$ cat src/rtl/alt_temp_sense_ctrl_pkg.sv
// Shared types and default constants for the on-die temperature sense controller
// and its saturation helper.
package alt_temp_pkg;

    typedef enum logic [1:0] {
        IDLE,
        WAIT,
        CONV,
        PAUSE
    } state_t;

    localparam int DEF_RAW_OFFSET     = 128;
    localparam int DEF_TIMEOUT_CYCLES = 65535;
    localparam int DEF_POLL_INTERVAL  = 1000;

    // Sum of 2^log2_samples raw readings fits without overflow in this many bits.
    function automatic int acc_width(input int raw_width, input int log2_samples);
        return raw_width + log2_samples;
    endfunction

endpackage

$ cat src/rtl/alt_temp_sense_ctrl_if.sv
// Conversion handshake between the sense controller (master) and the TSD macro (slave).
interface alt_temp_sense_ctrl_if #(
    parameter int RAW_WIDTH = 10
);
    logic                 tsd_start;
    logic                 tsd_done;
    logic [RAW_WIDTH-1:0] tsd_data;

    modport master (output tsd_start, input tsd_done, input tsd_data);
    modport slave  (input tsd_start, output tsd_done, output tsd_data);
endinterface

$ cat src/rtl/alt_temp_sense_ctrl_sat.sv
// Turns a sample sum into an average, removes the 0 C raw offset and clamps the
// result into an unsigned WIDTH-bit Celsius word.
module alt_temp_sat_sub
    import alt_temp_pkg::*;
#(
    parameter int ACC_WIDTH    = 13,
    parameter int LOG2_SAMPLES = 3,
    parameter int RAW_OFFSET   = DEF_RAW_OFFSET,
    parameter int WIDTH        = 8
) (
    input  logic [ACC_WIDTH-1:0] acc,
    output logic [WIDTH-1:0]     celsius
);
    localparam int AVG_W = ACC_WIDTH - LOG2_SAMPLES;
    // One spare bit so the clamp compare works whichever of AVG_W/WIDTH is wider.
    localparam int DW = ((AVG_W > WIDTH) ? AVG_W : WIDTH) + 1;
    localparam logic [DW-1:0] OFFSET  = DW'(RAW_OFFSET);
    localparam logic [DW-1:0] SAT_MAX = DW'({WIDTH{1'b1}});

    logic [DW-1:0] avg;
    logic [DW-1:0] diff;

    always_comb begin
        avg  = DW'(acc >> LOG2_SAMPLES);
        diff = avg - OFFSET;
        if (avg < OFFSET)
            celsius = '0;
        else if (diff > SAT_MAX)
            celsius = '1;
        else
            celsius = diff[WIDTH-1:0];
    end

endmodule

$ cat src/rtl/alt_temp_sense_ctrl.sv
// Polls the temperature sense diode, averages a burst of readings and publishes a
// saturated Celsius word with a one-cycle valid strobe.
module alt_temp_sense_ctrl
    import alt_temp_pkg::*;
#(
    parameter int RAW_WIDTH      = 10,
    parameter int WIDTH          = 8,
    parameter int LOG2_SAMPLES   = 3,
    parameter int RAW_OFFSET     = DEF_RAW_OFFSET,
    parameter int TIMEOUT_CYCLES = DEF_TIMEOUT_CYCLES,
    parameter int POLL_INTERVAL  = DEF_POLL_INTERVAL
) (
    input  logic                  clk,
    input  logic                  sclr,
    input  logic                  enable,
    alt_temp_sense_ctrl_if.master tsd,
    output logic [WIDTH-1:0]      dout,
    output logic                  dout_valid,
    output logic                  timeout_err
);
    localparam int ACC_W   = acc_width(RAW_WIDTH, LOG2_SAMPLES);
    localparam int CNT_W   = (LOG2_SAMPLES > 0) ? LOG2_SAMPLES : 1;
    localparam int TMR_MAX = (TIMEOUT_CYCLES > POLL_INTERVAL) ? TIMEOUT_CYCLES : POLL_INTERVAL;
    localparam int TMR_W   = $clog2(TMR_MAX + 1);
    localparam logic [CNT_W-1:0] LAST_SAMPLE  = CNT_W'((1 << LOG2_SAMPLES) - 1);
    localparam logic [TMR_W-1:0] TIMEOUT_LAST = TMR_W'(TIMEOUT_CYCLES - 1);
    localparam logic [TMR_W-1:0] PAUSE_LAST   = TMR_W'(POLL_INTERVAL - 1);

    state_t           state, state_nxt;
    logic [TMR_W-1:0] timer, timer_nxt;
    logic [CNT_W-1:0] sample_cnt, sample_cnt_nxt;
    logic [ACC_W-1:0] acc, acc_nxt;
    logic             start_q, start_nxt;
    logic [WIDTH-1:0] dout_nxt;
    logic             valid_nxt;
    logic             terr_nxt;
    logic [WIDTH-1:0] celsius;
    logic             requesting;
    logic             accept;
    logic             expired;
    logic             last_sample;

    // tsd_done only counts while a request is actually outstanding.
    assign requesting  = (state == WAIT) && start_q;
    assign accept      = requesting && tsd.tsd_done;
    assign expired     = requesting && !tsd.tsd_done && (timer == TIMEOUT_LAST);
    assign last_sample = (sample_cnt == LAST_SAMPLE);
    assign tsd.tsd_start = start_q;

    alt_temp_sat_sub #(
        .ACC_WIDTH   (ACC_W),
        .LOG2_SAMPLES(LOG2_SAMPLES),
        .RAW_OFFSET  (RAW_OFFSET),
        .WIDTH       (WIDTH)
    ) u_sat (
        .acc    (acc),
        .celsius(celsius)
    );

    always_ff @(posedge clk) begin
        if (sclr)
            state <= IDLE;
        else
            state <= state_nxt;
    end

    always_comb begin
        state_nxt = state;
        case (state)
            IDLE:    if (enable) state_nxt = WAIT;
            WAIT: begin
                if (accept && last_sample)
                    state_nxt = CONV;
                else if (expired)
                    state_nxt = PAUSE;
            end
            CONV:    state_nxt = PAUSE;
            PAUSE: begin
                if (!enable)
                    state_nxt = IDLE;
                else if (timer == PAUSE_LAST)
                    state_nxt = WAIT;
            end
            default: state_nxt = IDLE;
        endcase
    end

    // Next values of every registered output and datapath register. The single
    // timer serves as the conversion timeout in WAIT and the poll spacing in PAUSE.
    always_comb begin
        start_nxt      = start_q;
        timer_nxt      = timer;
        sample_cnt_nxt = sample_cnt;
        acc_nxt        = acc;
        dout_nxt       = dout;
        valid_nxt      = 1'b0;
        terr_nxt       = timeout_err;
        case (state)
            IDLE: begin
                timer_nxt      = '0;
                sample_cnt_nxt = '0;
                acc_nxt        = '0;
                start_nxt      = enable;
            end
            WAIT: begin
                if (!start_q) begin
                    // Gap after a sample: a level-style done must drop before re-requesting.
                    start_nxt = !tsd.tsd_done;
                    timer_nxt = '0;
                end else if (accept) begin
                    acc_nxt   = acc + ACC_W'(tsd.tsd_data);
                    start_nxt = 1'b0;
                    timer_nxt = '0;
                    if (!last_sample)
                        sample_cnt_nxt = sample_cnt + 1'b1;
                end else if (expired) begin
                    terr_nxt       = 1'b1;
                    start_nxt      = 1'b0;
                    timer_nxt      = '0;
                    acc_nxt        = '0;
                    sample_cnt_nxt = '0;
                end else begin
                    timer_nxt = timer + 1'b1;
                end
            end
            CONV: begin
                dout_nxt  = celsius;
                valid_nxt = 1'b1;
                timer_nxt = '0;
            end
            PAUSE: begin
                start_nxt = 1'b0;
                if (state_nxt == WAIT) begin
                    start_nxt      = 1'b1;
                    timer_nxt      = '0;
                    acc_nxt        = '0;
                    sample_cnt_nxt = '0;
                end else begin
                    timer_nxt = timer + 1'b1;
                end
            end
            default: begin
                start_nxt = 1'b0;
                timer_nxt = '0;
            end
        endcase
    end

    always_ff @(posedge clk) begin
        if (sclr) begin
            start_q     <= 1'b0;
            timer       <= '0;
            sample_cnt  <= '0;
            acc         <= '0;
            dout        <= '0;
            dout_valid  <= 1'b0;
            timeout_err <= 1'b0;
        end else begin
            start_q     <= start_nxt;
            timer       <= timer_nxt;
            sample_cnt  <= sample_cnt_nxt;
            acc         <= acc_nxt;
            dout        <= dout_nxt;
            dout_valid  <= valid_nxt;
            timeout_err <= terr_nxt;
        end
    end

endmodule

$ cat src/flat_wrapper.sv
// flat-port wrapper written by rule: the top's interface ports become plain ports
module alt_temp_sense_ctrl_flat import alt_temp_pkg::*;
#(
    parameter int RAW_WIDTH      = 10,
    parameter int WIDTH          = 8,
    parameter int LOG2_SAMPLES   = 3,
    parameter int RAW_OFFSET     = DEF_RAW_OFFSET,
    parameter int TIMEOUT_CYCLES = DEF_TIMEOUT_CYCLES,
    parameter int POLL_INTERVAL  = DEF_POLL_INTERVAL
)
  (clk, sclr, enable, dout, dout_valid, timeout_err, tsd_tsd_start, tsd_tsd_done, tsd_tsd_data);
  alt_temp_sense_ctrl_if #(.RAW_WIDTH(RAW_WIDTH)) tsd_i ();
  input  logic clk;
  input  logic sclr;
  input  logic enable;
  output logic [WIDTH-1:0] dout;
  output logic dout_valid;
  output logic timeout_err;
  output wire logic [$bits(tsd_i.tsd_start)-1:0] tsd_tsd_start;
  input wire logic [$bits(tsd_i.tsd_done)-1:0] tsd_tsd_done;
  input wire logic [$bits(tsd_i.tsd_data)-1:0] tsd_tsd_data;
  assign tsd_tsd_start = tsd_i.tsd_start;
  assign tsd_i.tsd_done = tsd_tsd_done;
  assign tsd_i.tsd_data = tsd_tsd_data;
  alt_temp_sense_ctrl #(.RAW_WIDTH(RAW_WIDTH), .WIDTH(WIDTH), .LOG2_SAMPLES(LOG2_SAMPLES), .RAW_OFFSET(RAW_OFFSET), .TIMEOUT_CYCLES(TIMEOUT_CYCLES), .POLL_INTERVAL(POLL_INTERVAL)) u_core (.clk(clk), .sclr(sclr), .enable(enable), .tsd(tsd_i), .dout(dout), .dout_valid(dout_valid), .timeout_err(timeout_err));
endmodule
$ cat config.mk
export PLATFORM = sky130hd
export DESIGN_NAME = alt_temp_sense_ctrl_flat
export DESIGN_NICKNAME = d
export VERILOG_FILES = /design/src/rtl/alt_temp_sense_ctrl_pkg.sv /design/src/rtl/alt_temp_sense_ctrl_if.sv /design/src/rtl/alt_temp_sense_ctrl_sat.sv /design/src/rtl/alt_temp_sense_ctrl.sv /design/src/flat_wrapper.sv
export SDC_FILE = /design/constraint.sdc
export NUM_CORES = 1
export LEC_CHECK = 0
export CAP_MARGIN = 0
export CORE_MARGIN = 1.5
export CORE_UTILIZATION = 51
export CTS_CLUSTER_DIAMETER = 150
export DETAILED_ROUTE_END_ITERATION = 8
export PLACE_DENSITY = 0.79
export REMOVE_ABC_BUFFERS = 1
export SETUP_SLACK_MARGIN = 0.05
export SYNTH_ARGS = -nofsm -noshare
export SYNTH_HDL_FRONTEND = slang
export SYNTH_SLANG_ARGS = --single-unit
$ cat constraint.sdc
create_clock -name clk -period 1.9 [get_ports clk]
set_input_delay 0.38 -clock clk [delete_from_list [all_inputs] [get_ports clk]]
set_output_delay 0.38 -clock clk [all_outputs]
set_load 0.03 [all_outputs]
# Word level (Yosys, flattened, before mapping)
# Cells that the tools add are included.
[op_classes]
add_sub_neg = 4
order_cmp = 2
n_eq_ne = 11
mux = 30
bitwise_logic = 1
n_reduce_logical = 12
[ops]
columns = ["cell", "n"]
rows = [
  ["$mux W16", 4],
  ["$mux W13", 4],
  ["$pmux W16 S3", 1],
  ["$pmux W13 S3", 1],
  ["$add A16 B1 Y16 const B", 1],
  ["$eq A16 B10 Y1 const B", 1],
  ["$eq A16 B16 Y1 const B", 1],
  ["$mux W8", 2],
  ["$mux W3", 5],
  ["$add A13 B10 Y13", 1],
  ["$gt A11 B8 Y1 const B", 1],
  ["$sub A10 B8 Y11 const B", 1],
  ["$lt A10 B8 Y1 const B", 1],
  ["$mux W2", 5],
  ["$pmux W3 S3", 1],
  ["$pmux W2 S4", 1],
  ["$reduce_and A4 Y1", 2],
  ["$logic_and A1 B1 Y1", 5],
  ["$mux W1", 5],
  ["$reduce_and A5 Y1", 1],
  ["$eq A2 B1 Y1 const B", 2],
  ["$eq A2 B2 Y1 const B", 2],
  ["$ne A2 B1 Y1 const B", 2],
  ["$add A3 B1 Y3 const B", 1],
  ["other kinds (9)", 9],
]
[totals]
reg_bits = 45
inputBits = 14
out_inout_bits = 11
wordCells = 68

# Depth between registers and ports, before layout
# Gate-level depths: netlist (run 1).
[depth]
word_depth = 10
depth_mapped = 8

# By module
# From an unflattened synthesis (run 1), not the netlist that was laid out.
[hier_totals]
hier_cells = 308
area_unflattened_um2 = 2547.4
[modules_own_cells]
columns = ["mod", "instances", "cells_each", "area_per_inst_um2", "seq_area_each_um2"]
rows = [
  ["alt_temp_sense_ctrl", 1, 282, 2388.5, 900.9],
  ["alt_temp_sat_sub", 1, 26, 158.9, 0.0],
]

# Worst setup path after synthesis (run 1)
# No wires, ideal clock.
[synth_timing]
kind = "register to register"
start = "reg u_core.timer[0]"
end = "reg u_core.acc[11]"
setup_time_ns = 0.120
t_arrival_ns = 1.881
t_required_ns = 1.780
path_slack_ns = -0.100
path_stages_with_launch = 8
n_path_buf = 1
period_less_slack_ns = 2.000
cell_sequence = "dfxtp_1 > ha_1 > nor4bb_1 > and4_1 > a31oi_4 > o21a_1 > buf_6 > a211o_1"
[synth_via]
elab_chain_len = 8
word_cells_on_any_way = 12
[synth_rtl]
columns = ["item", "line", "text"]
rows = [
  ["from (decl)", "alt_temp_sense_ctrl.sv:30", "logic [TMR_W-1:0] timer, timer_nxt;"],
  ["from (signal assigned)", "alt_temp_sense_ctrl.sv:160", "timer <= timer_nxt;"],
  ["$eq A16 B16 Y1", "alt_temp_sense_ctrl.sv:46", "assign expired = requesting && !tsd.tsd_done && (timer == TIMEOUT_LAST);"],
  ["$logic_and A1 B1 Y1", "alt_temp_sense_ctrl.sv:46", ""],
  ["$mux W2", "alt_temp_sense_ctrl.sv:74", "else if (expired)"],
  ["$mux W2", "alt_temp_sense_ctrl.sv:72", "if (accept && last_sample)"],
  ["$pmux W2 S4", "alt_temp_sense_ctrl.sv:69", "case (state)"],
  ["$eq A2 B1 Y1", "alt_temp_sense_ctrl.sv:133", "if (state_nxt == WAIT) begin"],
  ["$ne A2 B1 Y1 (no line)", "-", ""],
  ["$reduce_and A4 Y1 (no line) *", "-", ""],
  ["to (signal assigned)", "alt_temp_sense_ctrl.sv:162", "acc <= acc_nxt;"],
  ["to (decl)", "alt_temp_sense_ctrl.sv:32", "logic [ACC_W-1:0] acc, acc_nxt;"],
]
# Every way passes the cells marked *; elsewhere a longest branch is shown, timed or not.
# A chain may end at the register's enable or synchronous reset.

# Final worst setup path (run 1)
[layout_timing]
start = "reg u_core.acc[0]"
end = "reg u_core.acc[6]"
[layout_via]
elab_chain_len = 4
[layout_rtl]
columns = ["item", "line", "text"]
rows = [
  ["$add A13 B10 Y13", "alt_temp_sense_ctrl.sv:111", "acc_nxt = acc + ACC_W'(tsd.tsd_data);"],
  ["$mux W13", "alt_temp_sense_ctrl.sv:110", "end else if (accept) begin"],
  ["$mux W13", "alt_temp_sense_ctrl.sv:106", "if (!start_q) begin"],
  ["$pmux W13 S3", "alt_temp_sense_ctrl.sv:98", "case (state)"],
]
# No other way between the ends. The select of a mux whose other input is x is not followed.

==> flow_summary.ini, run 1 <==
[run_status]
status = complete, but fails checks
violations = negative setup slack

[sta]
setup_viol = 5
fin_ws_ns = -0.100
hold_viol = 0
worst_pin_slew_ns = 0.759
period_needed_ns = 2.00
relSlewSlack_pct = 49.4
min_period_over_period_pct = 105
rsz0062_at_grt = true
drv_slew = 0
fmax_mhz = 500
fin_skew_ns = 0.0130
tns_ns = -0.260

[power_and_ir_drop]
p_leak_uw = 0.00147
pwr-share-comb_pct = 13.6
p_sw_uw = 530
power.density_nw_per_um2 = 478
p_int_uw = 1330
switching_share_pct = 28.5
p_clk_share_pct = 34.9
power_frac_seq_pct = 51.5
ir_drop_mv = 0.446
fin_total_pwr_uw = 1860

[drt]
drtIter0Drc = 255
viasPerCell = 6.31
routed_wl_mm = 8.44
dr.pass1.iters = 5
drcViolationCount = 0
drtAntennaViolNets = 0
num_vias = 2840
post_drt_wl_per_cell_um = 18.7

[finish]
finish.instance_area_um2 = 3900
syn_to_final_growth_pct = 51.3
layout.nets = 415
layout-drive-gt1-share_pct = 38.9
antennaDiodeCount = 0
fill_cells = 273
final_core_utilization_pct = 81.5

[floorplanning]
dieArea_um2 = 5490
core_area_um2 = 4790
rows = 25
start_util_pct = 53.9
dieWidth_um = 74.1
io_pins = 25
fp.dieH_um = 74.1

[setup_path]
r2r_slack_ns = -0.10
crit_arrival_ns = 2.21
cp-end-kind = flip-flop
cp-start-kind = flip-flop
crit_type = reg -> reg
r2r-start = u_core.acc[0]
path_max_fanout = 3
worstRegToRegCells = 9
worstReg2RegEnd = u_core.acc[6]
crit_required_ns = 2.11

[placement]
port_buffers = 24
place_hpwl_mm = 4.63
placed_area_um2 = 3230
place_ws_ns = -0.761
routabilityCongestion = 0.891

[run]
drv_cap = 0

[hold_path]
hold_depth = 2
whs_endpoint = u_core.dout[2]
hold_start = u_core.dout[2]
min_path_type = reg -> reg

[logic_synthesis]
synth_flop_cell = dfxtp_1
ys_ff_latch = 45
yosysSeqAreaShare_pct = 35.0
synth_area_per_cell_um2 = 8.59
synth-edff-count = 0
syn-cell-area_um2 = 2580
ys_warn_count = 0
yosysUniqueCellTypes = 56
async_flop_share_pct = 0
synthCells = 300

[global_route]
grt_pass1_wl_mm = 11.6
grt_max_degree = 19
grt_pass1_vias = 2447
overflow = 0
antenna_found_initial = 0
grtUsageTotal_pct = 27.9

[cts]
cts_buffer_depth = 2
htree_levels = 2
clockRootBuffer = clkbuf_8
cts_tree = yes
cts_num_sinks = 45
ctsHoldBuffers = 0
insertion_delay_ns = 0.32
cts_made_buffers = 5
clkTransAtPathRegs_ns = 0.10
-- repair_timing --
action                                  in CTS  in global routing
pin swaps                                   27                 28
resized for setup                           74                 51
endpoints found under the setup margin      14                 40
buffers inserted                             7                  2
cloned                                       1                  0
-- metrics by stage --
stage / cells / hold slack [ns]
global route: 450 / 0.482
global placement: 432 / 0.439
CTS: 448 / 0.469
floorplan: 290 / 0.442
finish: 450 / 0.473
detailed placement: 432 / 0.455
-- cell usage after synthesis, types with 4 or more instances --
| library cell | count | area (um2) |
|---|---|---|
| nand3_1 | 11 | 55.1 |
| xnor2_1 | 9 | 78.8 |
| xor2_1 | 7 | 61.3 |
| nor3_1 | 14 | 70.1 |
| dfxtp_1 | 45 | 901 |
| o31ai_1 | 4 | 30.0 |
| nor2_1 | 43 | 161 |
| a211o_1 | 4 | 35.0 |
| nand4_1 | 7 | 43.8 |
| o21ai_0 | 9 | 45.0 |
| nand2_1 | 14 | 52.6 |
| a21oi_1 | 23 | 115 |
| nand2b_1 | 6 | 37.5 |
| ha_1 | 18 | 225 |
| or3_1 | 4 | 25.0 |
| clkbuf_1 | 5 | 18.8 |
| inv_1 | 13 | 48.8 |
-- area by class of cell --
cell class,count,area [um2],area share [%]
Tap cell,67,83.8,2.15
Inverter,13,51.3,1.32
Timing Repair Buffer,84,724,18.6
Clock inverter,3,25.0,0.642
Sequential cell,45,912,23.4
Clock buffer,5,68.8,1.77
Multi-Input combinational cell,233,2030,52.2
-- logic make-up (layout without fill, tap and decap cells) --
kind of cell / Yosys count / count (layout) / share of synthesized area (%)
AND/OR/NAND/NOR: 121 / 121 / 25.0
AO/OA/AOI/OAI: 74 / 75 / 20.5
flip-flops: 45 / 45 / 35.0
buffers and inverters: 23 / 105 / 3.83
adder cells (fa/ha/maj): 19 / 19 / 9.51
XOR/XNOR: 16 / 16 / 5.44
multiplexers: 2 / 2 / 0.777
-- how the worst max path moves through the flow --
| stage | start | end | slack (ns) | cells past startpoint |
|---|---|---|---|---|
| global placement | tsd_tsd_data[1] | u_core.acc[7] | -0.64 | 7 |
| global route | u_core.acc[0] | u_core.acc[6] | -0.12 | 9 |
| CTS | u_core.acc[0] | u_core.acc[6] | -0.04 | 9 |
| finish | u_core.acc[0] | u_core.acc[6] | -0.10 | 9 |
| floorplan | u_core.timer[0] | u_core.acc[11] | -0.08 | 6 |
| detailed placement | tsd_tsd_data[0] | u_core.acc[12] | -0.76 | 9 |
-- power groups by stage --
stage,combinational (uW),clock [uW],sequential [uW]
global route,266,683,960
CTS,220,650,960
finish,254,649,959
floorplan,78.1,0,982
detailed placement,175,0,980
global placement,171,0,980
-- layout by cell type, fill, tap and decap left out, drive strengths merged, types with 4 or more instances in the layout --
master and n:
buf 60, dfxtp 45, nor2 44, a21oi 23, ha 18, clkdlybuf4s50 15
nand2 14, nor3 14, inv 14, nand3 11, o21ai 10, xnor2 9
dlygate4sd2 9, nand4 9, xor2 7, nand2b 6, clkbuf 5, or3 4
a211o 4, o31ai 4
-- registers in the layout (all words and copies together) (netlist names) --
signal / count
u_core.dout_valid: 1
u_core.acc: 13
u_core.dout: 8
u_core.timer: 16
u_core.timeout_err: 1
u_core.sample_cnt: 3
u_core.tsd.tsd_start: 1
u_core.state: 2
-- routing by layer --
metal  GRT usage, %  routed length [um]  vias to the layer above
met1           34.8                3310                     1371
met5              0                   0                        -
li1               -                   -                     1278
met3           4.74                 546                       43
met4           12.8                 431                        0
met2           46.9                4150                      148
-- worst max-delay path: stages, from the launching register on --
cell and delay [ns]:
dfxtp_2 0.34, ha_4 0.17, inv_2 0.06, fa_2 0.20, nand2b_4 0.16, a21oi_4 0.07, buf_6 0.13, o21a_1 0.19
or3_1 0.32, a32o_1 0.26
Note: power is estimated with default switching activity, not from simulation.
==> run 2: changes to the inputs <==
--- a/config.mk
+++ b/config.mk
@@ -10,9 +10,11 @@
 export CORE_UTILIZATION = 51
 export CTS_CLUSTER_DIAMETER = 150
 export DETAILED_ROUTE_END_ITERATION = 8
+export HOLD_SLACK_MARGIN = 0.06
 export PLACE_DENSITY = 0.79
 export REMOVE_ABC_BUFFERS = 1
-export SETUP_SLACK_MARGIN = 0.05
+export SETUP_SLACK_MARGIN = 0.5
+export SLEW_MARGIN = 15
 export SYNTH_ARGS = -nofsm -noshare
 export SYNTH_HDL_FRONTEND = slang
 export SYNTH_SLANG_ARGS = --single-unit
==> flow_summary.ini, run 2 (synthesis gave the netlist of run 1 again) <==
[drt]
num_vias = 2921
drtIter0Drc = 246
drtAntennaViolNets = 0
dr.pass1.iters = 5
drcViolationCount = 0
routed_wl_mm = 9.56
viasPerCell = 6.38
post_drt_wl_per_cell_um = 20.9

[cts]
cts_tree = yes
cts_made_buffers = 5
cts_buffer_depth = 2
clockRootBuffer = clkbuf_8
htree_levels = 2
insertion_delay_ns = 0.32
clkTransAtPathRegs_ns = 0.10
cts_num_sinks = 45

[setup_path]
crit_type = reg -> reg
crit_required_ns = 2.11
worstRegToRegCells = 9
cp-start-kind = flip-flop
crit_arrival_ns = 2.21
r2r_slack_ns = -0.1
cp-end-kind = flip-flop
path_max_fanout = 3

[floorplanning]
dieWidth_um = 74.1
start_util_pct = 53.9
fp.dieH_um = 74.1
rows = 25
core_area_um2 = 4790
dieArea_um2 = 5490
io_pins = 25

[sta]
fin_ws_ns = -0.0998
relSlewSlack_pct = 64.3
min_period_over_period_pct = 105
whs_ns = 0.469
rsz0062_at_grt = true
period_needed_ns = 2.00
setup_viol = 8
fmax_mhz = 500
drv_slew = 0
fin_skew_ns = 0.00921
hold_viol = 0
worst_pin_slew_ns = 0.536

[finish]
layout.nets = 423
syn_to_final_growth_pct = 61.3
final_cells = 458
reg.largest.list = u_core.timer: 16 flops, u_core.acc: 13 flops, u_core.dout: 8 flops
largest_reg_flops = 16
final_cell_mix = buf_4, dfxtp_1, nor2_1
regMostFlops = u_core.timer
fill_cells = 213
antennaDiodeCount = 0
layout-drive-gt1-share_pct = 51.4
final_common_cell = buf_4

[placement]
place_hpwl_mm = 4.63
port_buffers = 24
routabilityCongestion = 0.891
dp_cells = 432

[global_route]
overflow = 0
grtUsageTotal_pct = 32.9
antenna_found_initial = 0
grt_pass1_wl_mm = 13.7
grt_max_degree = 19
grt_pass1_vias = 2754

[run]
drv_cap = 0

[hold_path]
min_path_type = reg -> reg
hold_depth = 2

[power_and_ir_drop]
p_leak_uw = 0.00153
power.density_nw_per_um2 = 454
ir_drop_mv = 0.444

[run_status]
status = complete, but fails checks
violations = negative setup slack
-- run 2: timing repair --
item / 4_1_cts / 5_1_grt
pin swaps: 67 / 22
hold buffers: 0 / 0
cloned: 1 / 0
buffers inserted: 11 / 6
resized for setup: 168 / 40
endpoints found under the setup margin: 55 / 46
-- run 2: stage by stage --
| stage | total power (uW) | setup slack, ns | TNS [ns] | util, % | area [um2] |
|---|---|---|---|---|---|
| 3_5_place_dp | 1150 | -0.761 | -11.75 | 67.6 | 3230 |
| 2_1_floorplan | 1060 | -0.0810 | -0.358 | - | 2530 |
| 6_report | 1890 | -0.0998 | -0.353 | 86.8 | 4160 |
| 4_1_cts | 1840 | -0.0407 | -0.0407 | 82.8 | 3960 |
| 3_3_place_gp | 1150 | -0.645 | -9.76 | 67.6 | 3230 |
| 5_1_grt | 1930 | -0.129 | -0.999 | 86.8 | 4160 |
-- run 2: report_power, final --
| group | total [uW] | internal (uW) | switching [uW] |
|---|---|---|---|
| combinational | 273 | 124 | 148 |
| sequential | 961 | 948 | 12.5 |
| clock | 652 | 266 | 386 |
| total | 1890 | 1340 | 547 |
-- run 2: layout make-up --
cell class              instances  area (um2)  share of cell area [%]
inverters                      13        56.3                    1.35
clock inverters                 3        25.0                   0.602
clock buffers                   5        68.8                    1.66
well taps                      67        83.8                    2.02
repair buffers                 92         796                    19.1
flip-flops and latches         45         920                    22.1
multi-input cells             233        2210                    53.1
-- run 2: path summary, 6_finish.rpt --
kind,from,endpoint
max,u_core.acc[0],u_core.acc[6]
min,u_core.dout[2],u_core.dout[2]
max reg2reg,u_core.acc[0],u_core.acc[6]
min reg2reg,u_core.dout[2],u_core.dout[2]
-- run 2: critical path: stages, from the launching register on --
cell,delay (ns)
dfxtp_2,0.35
ha_4,0.16
inv_2,0.05
fa_2,0.20
nand2b_4,0.16
a21oi_4,0.08
buf_6,0.13
o21a_1,0.18
or3_1,0.32
a32o_1,0.27
-- run 2: routing by layer --
layer | vias to the layer above | GRT usage, % | share of wire [%]
li1 | 1286 | - | -
met1 | 1377 | 37.5 | 37
met2 | 197 | 57.2 | 49
met3 | 61 | 6.64 | 7.8
met4 | 0 | 18.3 | 6.0
met5 | - | 0 | 0
==> run 3: changes to the inputs <==
==> constraint.sdc (replaced) <==
create_clock -name clk -period 1.9 [get_ports clk]
set_input_delay 0.38 -clock clk [delete_from_list [all_inputs] [get_ports clk]]
set_output_delay 0.38 -clock clk [all_outputs]
set_load 0.05 [all_outputs]
==> flow_summary.ini, run 3 (synthesis gave the netlist of run 1 again) <==
[setup_path]
crit_arrival_ns = 2.12
cp-end-kind = flip-flop
slowest_delay_ns = 0.38
path_max_fanout = 3
r2r_slack_ns = 0
cp_cell_sequence = dlygate4sd2_1 -> ha_4 -> a211oi_4 -> o21bai_2 -> a2111oi_2 -> o31ai_1 -> a32o_1
crit_type = in -> reg
worstReg2RegEnd = u_core.acc[7]
r2r-start = u_core.acc[0]
worstRegToRegCells = 7
cp-start-kind = input pin
critPathSlowestCell = a2111oi_2
crit_required_ns = 2.11

[finish]
syn_to_final_growth_pct = 58.9
final_core_utilization_pct = 85.6
reg.largest.list = u_core.timer: 16 flops, u_core.acc: 13 flops, u_core.dout: 8 flops
antennaDiodeCount = 0
layout.nets = 424
regMostFlops = u_core.timer
largest_reg_flops = 16
final_cell_mix = buf_4, dfxtp_1, nor2_1
layout-drive-gt1-share_pct = 50.5
final_common_cell = buf_4

[sta]
fin_ws_ns = -0.0109
fin_skew_ns = 0.0149
setup_viol = 1
relSlewSlack_pct = 65.7
worst_pin_slew_ns = 0.515
hold_viol = 0
tns_ns = -0.0109
fmax_mhz = 523
drv_slew = 0
period_needed_ns = 1.91
min_period_over_period_pct = 101
whs_ns = 0.461
rsz0062_at_grt = true

[power_and_ir_drop]
switching_share_pct = 29.1
power.density_nw_per_um2 = 460
p_clk_share_pct = 34.7
ir_drop_mv = 0.392
p_int_uw = 1340
power_frac_seq_pct = 50.8
pwr-share-comb_pct = 14.5
p_sw_uw = 547
p_leak_uw = 0.00157

[cts]
cts_buffer_depth = 2
clkTransAtPathRegs_ns = 0.11
insertion_delay_ns = 0.32
cts_made_buffers = 5
cts_num_sinks = 45
clockRootBuffer = clkbuf_8
cts_tree = yes
htree_levels = 2

[placement]
port_buffers = 24
place_hpwl_mm = 4.71
routabilityCongestion = 0.892
place_ws_ns = -0.694

[floorplanning]
core_area_um2 = 4790
rows = 25
start_util_pct = 53.9
dieArea_um2 = 5490
dieWidth_um = 74.1
fp.dieH_um = 74.1
io_pins = 25

[drt]
drtAntennaViolNets = 0
viasPerCell = 6.51
routed_wl_mm = 10.1
num_vias = 2986
post_drt_wl_per_cell_um = 21.9
drcViolationCount = 1
dr.pass1.iters = 9
drtIter0Drc = 281

[global_route]
grt_pass1_wl_mm = 12.9
grt_pass1_vias = 2672
antenna_found_initial = 0
overflow = 0
grtUsageTotal_pct = 30.8
grt_max_degree = 19

[hold_path]
whs_endpoint = u_core.dout[2]
hold_depth = 2
min_path_type = reg -> reg
hold_start = u_core.dout[2]

[run_status]
status = complete, but fails checks
violations = design-rule violations, negative setup slack

[run]
drv_cap = 0
run 3: cell types whose count changed in the layout (fill, tap and decap cells not counted), moves of 2 or more:
cell | before | now
nor2_1 | 21 | 24
clkbuf_2 | 2 | 0
dfxtp_4 | 1 | 4
buf_2 | 1 | 10
buf_4 | 53 | 59
clkdlybuf4s15_2 | 8 | 0
buf_6 | 14 | 12
dfxtp_1 | 32 | 29
nor2_2 | 14 | 11
run 3: area by class of cell:
class,count,area (um2)
multi-input cells,232,2180
flip-flops and latches,45,931
well taps,67,83.8
clock inverters,3,25.0
clock buffers,5,68.8
repair buffers,94,751
fillers,241,689
inverters,13,56.3
run 3: critical path: cells and delay by family:
kind,cells,cell delay (ns)
adders and majority gates,1,0.27
AOI/OAI and AO/OA,5,1.19
buffers and inverters,1,0.28
run 3: metrics by stage:
step | area (um2) | power, uW | instances
finish | 4100 | 1880 | 459
global route | 4100 | 1940 | 459
CTS | 3790 | 1840 | 451
detailed placement | 3240 | 1160 | 433
global placement | 3240 | 1150 | 433
floorplan | 2530 | 1060 | 290
run 3: worst max-delay path by stage:
stage                    startpoint  slack, ns  depth (start not counted)              to
floorplan           u_core.timer[0]      -0.08                          6  u_core.acc[11]
global placement    tsd_tsd_data[1]      -0.64                          7   u_core.acc[7]
detailed placement  tsd_tsd_data[6]      -0.69                          8   u_core.acc[9]
CTS                   u_core.acc[0]       0.07                          8   u_core.acc[6]
global route          u_core.acc[0]      -0.09                          7   u_core.acc[7]
finish              tsd_tsd_data[1]      -0.01                          7   u_core.acc[7]
run 3: repair_timing:
item / in CTS / in global routing
resized for setup: 158 / 63
endpoints found under the setup margin: 54 / 45
hold endpoints to repair: 0 / 0
hold buffers: 0 / 0
buffers inserted: 10 / 8
cloned: 0 / 0
pin swaps: 41 / 43
run 3: power by group through the flow:
stage | logic, uW | clock network [uW] | registers (uW)
detailed placement | 178 | 0 | 980
finish | 273 | 653 | 957
CTS | 225 | 655 | 957
global placement | 172 | 0 | 980
floorplan | 78.1 | 0 | 984
global route | 288 | 690 | 958
run 3: routing by layer:
layer	up-vias	share of wire [%]	global-route usage [%]
met4	0	7.1	18.7
met2	222	49	52.6
met5	-	0	0
met3	70	6.7	5.69
met1	1404	37	35.5
li1	1290	-	-
==> variant, RTL diff (settings of run 1) <==
`WIDTH` is set to 8 in 3 places; all go to 10.
--- a/src/rtl/alt_temp_sense_ctrl_sat.sv
+++ b/src/rtl/alt_temp_sense_ctrl_sat.sv
@@ -6,7 +6,7 @@
     parameter int ACC_WIDTH    = 13,
     parameter int LOG2_SAMPLES = 3,
     parameter int RAW_OFFSET   = DEF_RAW_OFFSET,
-    parameter int WIDTH        = 8
+    parameter int WIDTH        = 10
 ) (
     input  logic [ACC_WIDTH-1:0] acc,
     output logic [WIDTH-1:0]     celsius
--- a/src/rtl/alt_temp_sense_ctrl.sv
+++ b/src/rtl/alt_temp_sense_ctrl.sv
@@ -4,7 +4,7 @@
     import alt_temp_pkg::*;
 #(
     parameter int RAW_WIDTH      = 10,
-    parameter int WIDTH          = 8,
+    parameter int WIDTH          = 10,
     parameter int LOG2_SAMPLES   = 3,
     parameter int RAW_OFFSET     = DEF_RAW_OFFSET,
     parameter int TIMEOUT_CYCLES = DEF_TIMEOUT_CYCLES,
--- a/src/flat_wrapper.sv
+++ b/src/flat_wrapper.sv
@@ -2,7 +2,7 @@
 module alt_temp_sense_ctrl_flat import alt_temp_pkg::*;
 #(
     parameter int RAW_WIDTH      = 10,
-    parameter int WIDTH          = 8,
+    parameter int WIDTH          = 10,
     parameter int LOG2_SAMPLES   = 3,
     parameter int RAW_OFFSET     = DEF_RAW_OFFSET,
     parameter int TIMEOUT_CYCLES = DEF_TIMEOUT_CYCLES,
Interface: changed (resized dout); port bits go from 25 to 27. No check against the original RTL was run, so the function may have changed too.
==> variant against run 1 <==
- routed wire length fell by 22%
- area after synthesis barely moved
- worst setup slack improved by 110 ps
- hold slack got worse by 16 ps
- power rose by 3.1%
- sequential share of layout area rose by 2.8 points
- critical path type unchanged
- final area fell by 6.9%
- sequential cell count rose by 2
==> variant: results (changes against run 1) <==
| Metric | Value |
|---|---|
| Fraction of registers with async set/reset | 0% (unchanged) |
| Clock-cell share | 2.62% (was 2.41%) |
| Total negative slack | 0 ps (was -260 ps) |
| Placed Area | 3230 µm² (about the same) |
| Initial DRC count | 155 (was 255) |
| Max stage delay on crit path | 450 ps (was 340 ps) |
| Non-clock buffer share | 20.5% (was 18.6%) |
| Placer Congestion | 0.904 (was 0.891) |
| DPL Wire Length | 4.18 mm (was 4.63 mm) |
| Vias in the first global route | 2293 (was 2447) |
| Leading registers by flop count | u_core.timer (16), u_core.acc (13), u_core.dout (10) (was u_core.timer (16), u_core.acc (13), u_core.dout (8)) |
| Cell Count Post-Placement | 417 (was 432) |
| First-pass GRT wire length | 10.3 mm (was 11.6 mm) |
| CP Launch Type | flip-flop (unchanged) |
| Top cells by area, synth | dfxtp_1 (37%), ha_1 (8.7%), nor2_1 (4.8%), xnor2_1 (3.7%), xor2_1 (3.4%) (was dfxtp_1 (35%), ha_1 (8.7%), nor2_1 (6.3%), a21oi_1 (4.5%), xnor2_1 (3.1%)) |
| Worst Path Arrival | 2080 ps (was 2210 ps) |
| Fraction of area in multi-input gates | 47.2% (was 52.2%) |
| Worst Reg2Reg Path Length in Cells | 9 (unchanged) |
| Count of cell types in the netlist | 59 (was 56) |
| Worst hold start | u_core.dout[1] (was u_core.dout[2]) |
| Seq. cell area | 951 µm² (was 912 µm²) |
| Total global routing overflow | 0 (unchanged) |
| Top cells by instance count after synthesis | dfxtp_1 (47), nor2_1 (33), nand2_1 (21) (was dfxtp_1 (45), nor2_1 (43), a21oi_1 (23)) |
| Pre-CTS setup slack | -539 ps (was -761 ps) |
| Final net count | 402 (was 415) |
| Syn avg cell area | 9.03 µm² (was 8.59 µm²) |
| Share of layout cells above drive strength 1 | 31.9% (was 38.9%) |
| Layout clock buffers | 7 (was 5) |
| Die width | 74.1 µm (about the same) |
| Inverters | 10 (was 13) |
| Crit-path max FO | 5 (was 3) |
| Max clock buf depth | 2 (unchanged) |
| Largest net degree at the start of global routing | 17 (was 19) |
| Status | finished, final reports clean (was complete, but fails checks) |
| Total track usage | 24.2% (was 27.9%) |
| Post-layout util | 75.8% (was 81.5%) |
| Buffers, non-clock | 86 (was 84) |
| WL/cell | 15.0 µm (was 18.7 µm) |
| Slowest CP cell | or4_4 (was dfxtp_2) |
| Post-synthesis sequential area ratio | 36.5% (was 35.0%) |
| Reg-to-reg startpoint | u_core.timer[0] (was u_core.acc[0]) |
| Leak | 1.44 nW (was 1.47 nW) |
| Max-slew headroom | 59.4% (was 49.4%) |
| Via density | 5.60 (was 6.31) |
| Fillers | 323 (was 273) |
| VDD IR max | 353 µV (was 446 µV) |
| # clock sinks | 47 (was 45) |
| Antenna viol nets, final | 0 (unchanged) |
| Comb_multi_in | 219 (was 233) |
| Clock skew | 20.3 ps (was 13.0 ps) |
| Via count | 2448 (was 2840) |
| Number of detailed-route iterations in the first pass | 4 (was 5) |
| Port Buffer Count | 26 (was 24) |
variant: cell types whose count changed in the layout (fill, tap and decap cells not counted), moves of 6 or more:
cell | before | now
clkdlybuf4s50_1 | 15 | 22
buf_4 | 50 | 56
nand2_1 | 14 | 20
nor2_4 | 6 | 0
buf_6 | 8 | 2
dlygate4sd2_1 | 9 | 2
o211ai_1 | 2 | 10
nor2_2 | 11 | 1
variant: metal layers:
layer / track usage (%) / share of wire [%] / vias to the layer above
met1: 29.5 / 44 / 1150
li1: - / - / 1212
met2: 41.2 / 49 / 68
met4: 7.61 / 2.2 / 0
met5: 0 / 0 / -
met3: 7.05 / 4.9 / 18
variant: timing repair:
item                                    CTS  global route
pin swaps                                11            18
endpoints found under the setup margin   19            39
gates cloned                              1             0
resized for setup                        25            27
hold buffers                              0             0
setup buffers                             6             5
variant: logic make-up (layout without fill, tap and decap cells):
family	Yosys count	in the layout	synth area share, %
muxes	1	1	0.583
buffers and inverters	20	104	4.18
adders and majority gates	19	19	9.52
DFF	47	47	36.5
xor gates and xnor gates	21	21	7.14
AOI/OAI and AO/OA	75	76	21.4
and+or+nand+nor	102	102	20.6
variant: where the power goes:
group / leakage (nW) / internal (mW) / switching, mW
Clock: 0.0484 / 0.299 / 0.349
Combinational: 1.00 / 0.130 / 0.132
Sequential: 0.383 / 0.995 / 0.0151
variant: final timing paths:
path               endpoint  slack (ps)
min          u_core.dout[1]         460
max           u_core.acc[2]          10
max reg2reg   u_core.acc[2]          10
min reg2reg  u_core.dout[1]         460
variant: worst max-delay path: cells and delay by family (launching register included):
family                     cells  cell delay [ps]
AOI/OAI and AO/OA              3              520
and+or+nand+nor                2              490
DFF                            1              340
buffers and inverters          3              310
adders and majority gates      1              120
